==> src/rtl/keypad_pkg.sv <==
// Shared types, key-code constants and helper functions for the 4x4 keypad decoder.
package keypad_pkg;

   typedef enum logic [1:0] {
      SCAN     = 2'd0,
      PRESS_DB = 2'd1,
      EMIT     = 2'd2,
      HOLD     = 2'd3
   } state_t;

   localparam logic [3:0] KEY_STAR = 4'd12;
   localparam logic [3:0] KEY_HASH = 4'd14;

   localparam logic [1:0] OP_ADD = 2'd0;
   localparam logic [1:0] OP_SUB = 2'd1;
   localparam logic [1:0] OP_MUL = 2'd2;
   localparam logic [1:0] OP_DIV = 2'd3;

   // Digit keys fill rows 0-2 as 1..9 in reading order; row 3 only holds '0'.
   function automatic logic [3:0] code_to_digit(input logic [3:0] code);
      logic [3:0] r;
      logic [3:0] c;
      r = 4'(code[3:2]);
      c = 4'(code[1:0]);
      if (code[3:2] == 2'd3) return 4'd0;
      return (r * 4'd3) + c + 4'd1;
   endfunction

   // Active-low one-hot pattern with bit idx low; used for column drive and row match.
   function automatic logic [3:0] low_mask(input logic [1:0] idx);
      return ~(4'b0001 << idx);
   endfunction

   // {valid, row index}: valid only when exactly one row is pulled low.
   function automatic logic [2:0] single_low(input logic [3:0] rows);
      case (rows)
         4'b1110: return 3'b100;
         4'b1101: return 3'b101;
         4'b1011: return 3'b110;
         4'b0111: return 3'b111;
         default: return 3'b000;
      endcase
   endfunction

endpackage

==> src/rtl/keypad_sync.sv <==
// Two-flop synchronizer for the asynchronous keypad row lines; idles at all-released.
module keypad_sync (
   input  logic       clock,
   input  logic       reset_n,
   input  logic [3:0] d,
   output logic [3:0] q
);

   logic [3:0] meta;

   always_ff @(posedge clock or negedge reset_n) begin
      if (!reset_n) begin
         meta <= 4'b1111;
         q    <= 4'b1111;
      end else begin
         meta <= d;
         q    <= meta;
      end
   end

endmodule

==> src/rtl/keypad_decoder.sv <==
// 4x4 keypad scanner/debouncer emitting one classified strobe per key press.
// KEYPAD_CLEAR_EN enables the clr_out strobe for '#'; otherwise '#' is swallowed.
module keypad_decoder
   import keypad_pkg::*;
#(
   parameter int unsigned SCAN_DIV     = 16,
   parameter int unsigned DEBOUNCE_CNT = 50000
) (
   input  logic       clock,
   input  logic       reset_n,
   input  logic [3:0] row_in,
   output logic [3:0] col_out,
   output logic       dig_out,
   output logic       op_out,
   output logic       bksp_out,
   output logic       clr_out,
   output logic [3:0] digit_val,
   output logic [1:0] op_code
);

   localparam int unsigned DIV_W = $clog2(SCAN_DIV) + 1;
   localparam int unsigned DB_W  = $clog2(DEBOUNCE_CNT) + 1;

   state_t           state;
   logic [DIV_W-1:0] div_cnt;
   logic [DB_W-1:0]  db_cnt;
   logic [1:0]       col_idx;
   logic [1:0]       col_next;
   logic [3:0]       key_code;
   logic [3:0]       rows_s;
   logic [2:0]       hit;

   keypad_sync u_row_sync (
      .clock   (clock),
      .reset_n (reset_n),
      .d       (row_in),
      .q       (rows_s)
   );

   assign col_next = col_idx + 2'd1;
   assign hit      = single_low(rows_s);

`ifndef KEYPAD_CLEAR_EN
   assign clr_out = 1'b0;
`endif

   // Scan / debounce / emit / release-wait sequencer with registered strobes.
   always_ff @(posedge clock or negedge reset_n) begin
      if (!reset_n) begin
         state     <= SCAN;
         div_cnt   <= '0;
         db_cnt    <= '0;
         col_idx   <= 2'd0;
         col_out   <= 4'b1110;
         key_code  <= 4'd0;
         dig_out   <= 1'b0;
         op_out    <= 1'b0;
         bksp_out  <= 1'b0;
         digit_val <= 4'd0;
         op_code   <= OP_ADD;
`ifdef KEYPAD_CLEAR_EN
         clr_out   <= 1'b0;
`endif
      end else begin
         dig_out  <= 1'b0;
         op_out   <= 1'b0;
         bksp_out <= 1'b0;
`ifdef KEYPAD_CLEAR_EN
         clr_out  <= 1'b0;
`endif
         case (state)
            SCAN: begin
               if (div_cnt == DIV_W'(SCAN_DIV - 1)) begin
                  div_cnt <= '0;
                  if (hit[2]) begin
                     key_code <= {hit[1:0], col_idx};
                     db_cnt   <= '0;
                     state    <= PRESS_DB;
                  end else begin
                     col_idx <= col_next;
                     col_out <= low_mask(col_next);
                  end
               end else begin
                  div_cnt <= div_cnt + DIV_W'(1);
               end
            end

            PRESS_DB: begin
               if (rows_s != low_mask(key_code[3:2])) begin
                  db_cnt  <= '0;
                  div_cnt <= '0;
                  state   <= SCAN;
               end else if (db_cnt == DB_W'(DEBOUNCE_CNT)) begin
                  state <= EMIT;
                  // Column 3 holds the operators; its row index is the op code.
                  if (key_code[1:0] == 2'd3) begin
                     op_out  <= 1'b1;
                     op_code <= key_code[3:2];
                  end else if (key_code == KEY_STAR) begin
                     bksp_out <= 1'b1;
                  end else if (key_code == KEY_HASH) begin
`ifdef KEYPAD_CLEAR_EN
                     clr_out <= 1'b1;
`endif
                  end else begin
                     dig_out   <= 1'b1;
                     digit_val <= code_to_digit(key_code);
                  end
               end else begin
                  db_cnt <= db_cnt + DB_W'(1);
               end
            end

            EMIT: begin
               db_cnt <= '0;
               state  <= HOLD;
            end

            HOLD: begin
               if (rows_s != 4'b1111) begin
                  db_cnt <= '0;
               end else if (db_cnt == DB_W'(DEBOUNCE_CNT)) begin
                  db_cnt  <= '0;
                  div_cnt <= '0;
                  col_idx <= col_next;
                  col_out <= low_mask(col_next);
                  state   <= SCAN;
               end else begin
                  db_cnt <= db_cnt + DB_W'(1);
               end
            end

            default: state <= SCAN;
         endcase
      end
   end

endmodule

==> config.mk <==
export PLATFORM = sky130hd
export DESIGN_NAME = keypad_decoder
export DESIGN_NICKNAME = d
export VERILOG_FILES = /design/src/rtl/keypad_pkg.sv /design/src/rtl/keypad_sync.sv /design/src/rtl/keypad_decoder.sv
export SDC_FILE = /design/constraint.sdc
export NUM_CORES = 1
export LEC_CHECK = 0
export CORE_ASPECT_RATIO = 1.4
export CORE_MARGIN = 5
export CORE_UTILIZATION = 45
export CTS_BUF_LIST = sky130_fd_sc_hd__clkbuf_4 sky130_fd_sc_hd__clkbuf_8
export CTS_CLUSTER_DIAMETER = 60
export DETAILED_ROUTE_END_ITERATION = 10
export GPL_TIMING_DRIVEN = 0
export PLACE_DENSITY_LB_ADDON = 0.15
export SYNTH_ARGS = -nofsm -noshare
export SYNTH_HDL_FRONTEND = slang
export SYNTH_SLANG_ARGS = --single-unit
export TNS_END_PERCENT = 5
==> constraint.sdc <==
create_clock -name clock -period 4.9 [get_ports clock]
set_clock_uncertainty 0.1 [all_clocks]
set_input_delay 0.49 -clock clock [delete_from_list [all_inputs] [get_ports clock]]
set_output_delay 0.49 -clock clock [all_outputs]
set_load 0.01 [all_outputs]
==> impl_metrics.py <==
metrics = {
    "status": {
        "status": "complete, no violations",
    },
    "clock_tree": {
        "cts_resized": 0,
        "clk_latency_ns": 0.30,
        "cts_buffers": 5,
        "cts_tree": "built",
        "hold_buffers": 0,
        "htreeDepth": 2,
        "root_buffer": "clkbuf_8",
        "cts_setup_buffers": 0,
        "clk_pin_slew_ns": 0.09,
        "cts_buffer_depth": 2,
        "cts_sinks": 51,
    },
    "route": {
        "num_vias": 2103,
        "firstDrtPassIters": 4,
        "drtAntennaViolNets": 0,
        "wirelength_microns": 5610,
        "viasPerCell": 5.59,
        "drcViolationCount": 0,
        "drtIter0Drc": 75,
        "wire_per_inst_microns": 14.9,
    },
    "grt": {
        "grt_use_total_pct": 15.3,
        "grt_max_degree": 31,
        "overflow": 0,
        "antenna_found_initial": 0,
        "grt_pass1_vias": 2150,
        "grt_pass1_wl_microns": 10000,
    },
    "worst_setup_path": {
        "path_class": "register to register",
        "crit_required_ns": 5.03,
        "cp_max_fo": 10,
        "crit_path_end_kind": "register",
        "worstSetupStartpointType": "register",
        "crit_arrival_ns": 2.81,
    },
    "yosys": {
        "synth_edf_count": 0,
        "synthMuxAreaShare_pct": 4.57,
        "synth_area_sq_um": 2790,
        "yosysSeqAreaShare_pct": 46.2,
        "syn_nets": 299,
        "synth_top_family_by_area": "simple AND/OR/NAND/NOR gates",
        "synth_xor_area_share_pct": 1.25,
        "synth_compound_area_share_pct": 14.7,
        "yosys_most_used_dff": "dfrtp_1",
        "synth.distinct_cells": 53,
        "synth-seq-cells": 51,
        "synth_warnings": 0,
        "synth.avg_cell_area_sq_um": 10.1,
        "async_flop_share_pct": 100,
        "synth-simple-area-share_pct": 21.3,
        "syn_inst": 277,
        "yosys.area_share.adder_pct": 7.71,
    },
    "placement": {
        "post-dp-hpwl_microns": 4200,
        "gp_congestion": 0.792,
        "io_buffers": 18,
    },
    "floorplanning": {
        "die_w_microns": 76.6,
        "num_io_pins": 20,
        "core-area_sq_um": 6130,
        "start_util_pct": 45.6,
        "rows": 34,
        "fp.dieH_microns": 103,
        "dieArea_sq_um": 7900,
    },
    "layout": {
        "layout.nets": 325,
        "final_layout_size_suffix_gt1_share_pct": 13.2,
        "final_util_pct": 51.7,
        "final_cell_mix": "dfrtp_1 (40), nand2_1 (28), nor2_1 (18)",
        "diodes": 0,
        "layout_commonest_cell": "dfrtp_1",
        "syn2layout_area_growth_pct": 13.4,
    },
    "timing": {
        "period_needed_ns": 2.68,
        "finalSetupViolations": 0,
        "hold_viol": 0,
        "holdWs_ns": 0.0549,
        "relSlewSlack_pct": 65.1,
        "tightest_slew_ns": 0.524,
        "fmax_mhz": 373,
        "fin_setup_tns_ns": 0,
        "rsz0062_at_grt": "false",
        "finalMaxSlewViolations": 0,
        "fin_crit_sh_pct": 54.7,
    },
    "pwr": {
        "power_uw": 1060,
        "ir_worst_vdd_v": 0.000145,
        "powerDensity_nw_per_um2": 333,
        "p_leak_uw": 0.00140,
    },
    "min_path": {
        "hold_class": "input port to asynchronous set/reset pin",
    },
    "flow_run": {
        "maxCapViolations": 0,
    },
}
[worst paths after layout]
path                                    start               to  slack, ns  cells after the start
setup / recovery              u_row_sync.q[0]       db_cnt[12]       2.22                      8
hold / removal                        reset_n      key_code[0]       0.05                      1
setup reg to reg              u_row_sync.q[0]       db_cnt[12]       2.22                      8
hold reg to reg            u_row_sync.meta[3]  u_row_sync.q[3]       0.26                      0
max in group asynchronous             reset_n  u_row_sync.q[1]       4.03                      2
min in group clock         u_row_sync.meta[3]  u_row_sync.q[3]       0.26                      0
[critical path, stage by stage, from the launching register on]
cell	delay, ns
dfstp_2	0.52
clkbuf_1	0.28
nand4b_1	0.16
o211ai_1	0.14
a21boi_0	0.36
clkbuf_1	0.45
buf_2	0.34
o21ai_0	0.12
a21oi_1	0.14
[registers in the layout, indices dropped and copies added, names as in the netlist, named ones only]
| name | flops |
|---|---|
| digit_val | 4 |
| col_out | 4 |
| col_idx | 2 |
| op_out | 1 |
| div_cnt | 5 |
| db_cnt | 17 |
| key_code | 4 |
| dig_out | 1 |
| op_code | 2 |
| bksp_out | 1 |
| u_row_sync.q | 4 |
| u_row_sync.meta | 4 |
| state | 1 |
[cell usage after synthesis, drive strengths merged, types with 6 or more instances]
master / count / share of area [%]
dfrtp: 40 / 36
nand2: 28 / 3.8
nor2: 18 / 2.4
a21oi: 17 / 3.0
ha: 14 / 6.3
inv: 12 / 1.6
dfstp: 11 / 10
nand3: 11 / 2.0
a21o: 10 / 2.7
buf: 9 / 1.9
o21ai: 8 / 1.4
nor3: 7 / 1.3
mux2: 6 / 2.4
mux2i: 6 / 2.2
nand4: 6 / 1.3
[layout make-up]
type	count	area, sq um
flip-flops and latches	51	1290
repair buffers	19	195
plain buffers	14	71.3
inverters	12	45.0
clock inverters	2	12.5
fillers	589	2960
multi-input cells	200	1390
clock buffers	6	76.3
well taps	72	90.1
[report_power, final]
group / internal, uW / switching (uW)
sequential: 481 / 42.4
combinational: 134 / 152
clock: 106 / 140
total: 721 / 335
[logic make-up (layout without fill, tap and decap cells)]
kind of cell	after synthesis	count (layout)
buffers and inverters	26	53
adder cells (fa/ha/maj)	16	16
multiplexers	12	12
AND/OR/NAND/NOR	106	106
flip-flops	51	51
other	1	1
XOR/XNOR	4	4
AO/OA/AOI/OAI	61	61
[per-stage QoR]
stage	instances	instance area (sq um)	worst slack, ns
2_1_floorplan	277	2790	2.60
3_3_place_gp	367	3060	1.71
3_5_place_dp	368	3080	2.22
4_1_cts	376	3170	2.19
5_1_grt	376	3170	1.90
6_report	376	3170	2.22
[per-layer routing]
metal | share of wire (%) | wire [microns] | global-route usage (%)
met1 | 44 | 2460 | 18.4
met2 | 53 | 2960 | 28.6
met3 | 2.6 | 148 | 2.43
met4 | 0.86 | 48 | 3.77
met5 | 0 | 0 | 0
Note: power is estimated with default switching activity, not from simulation.
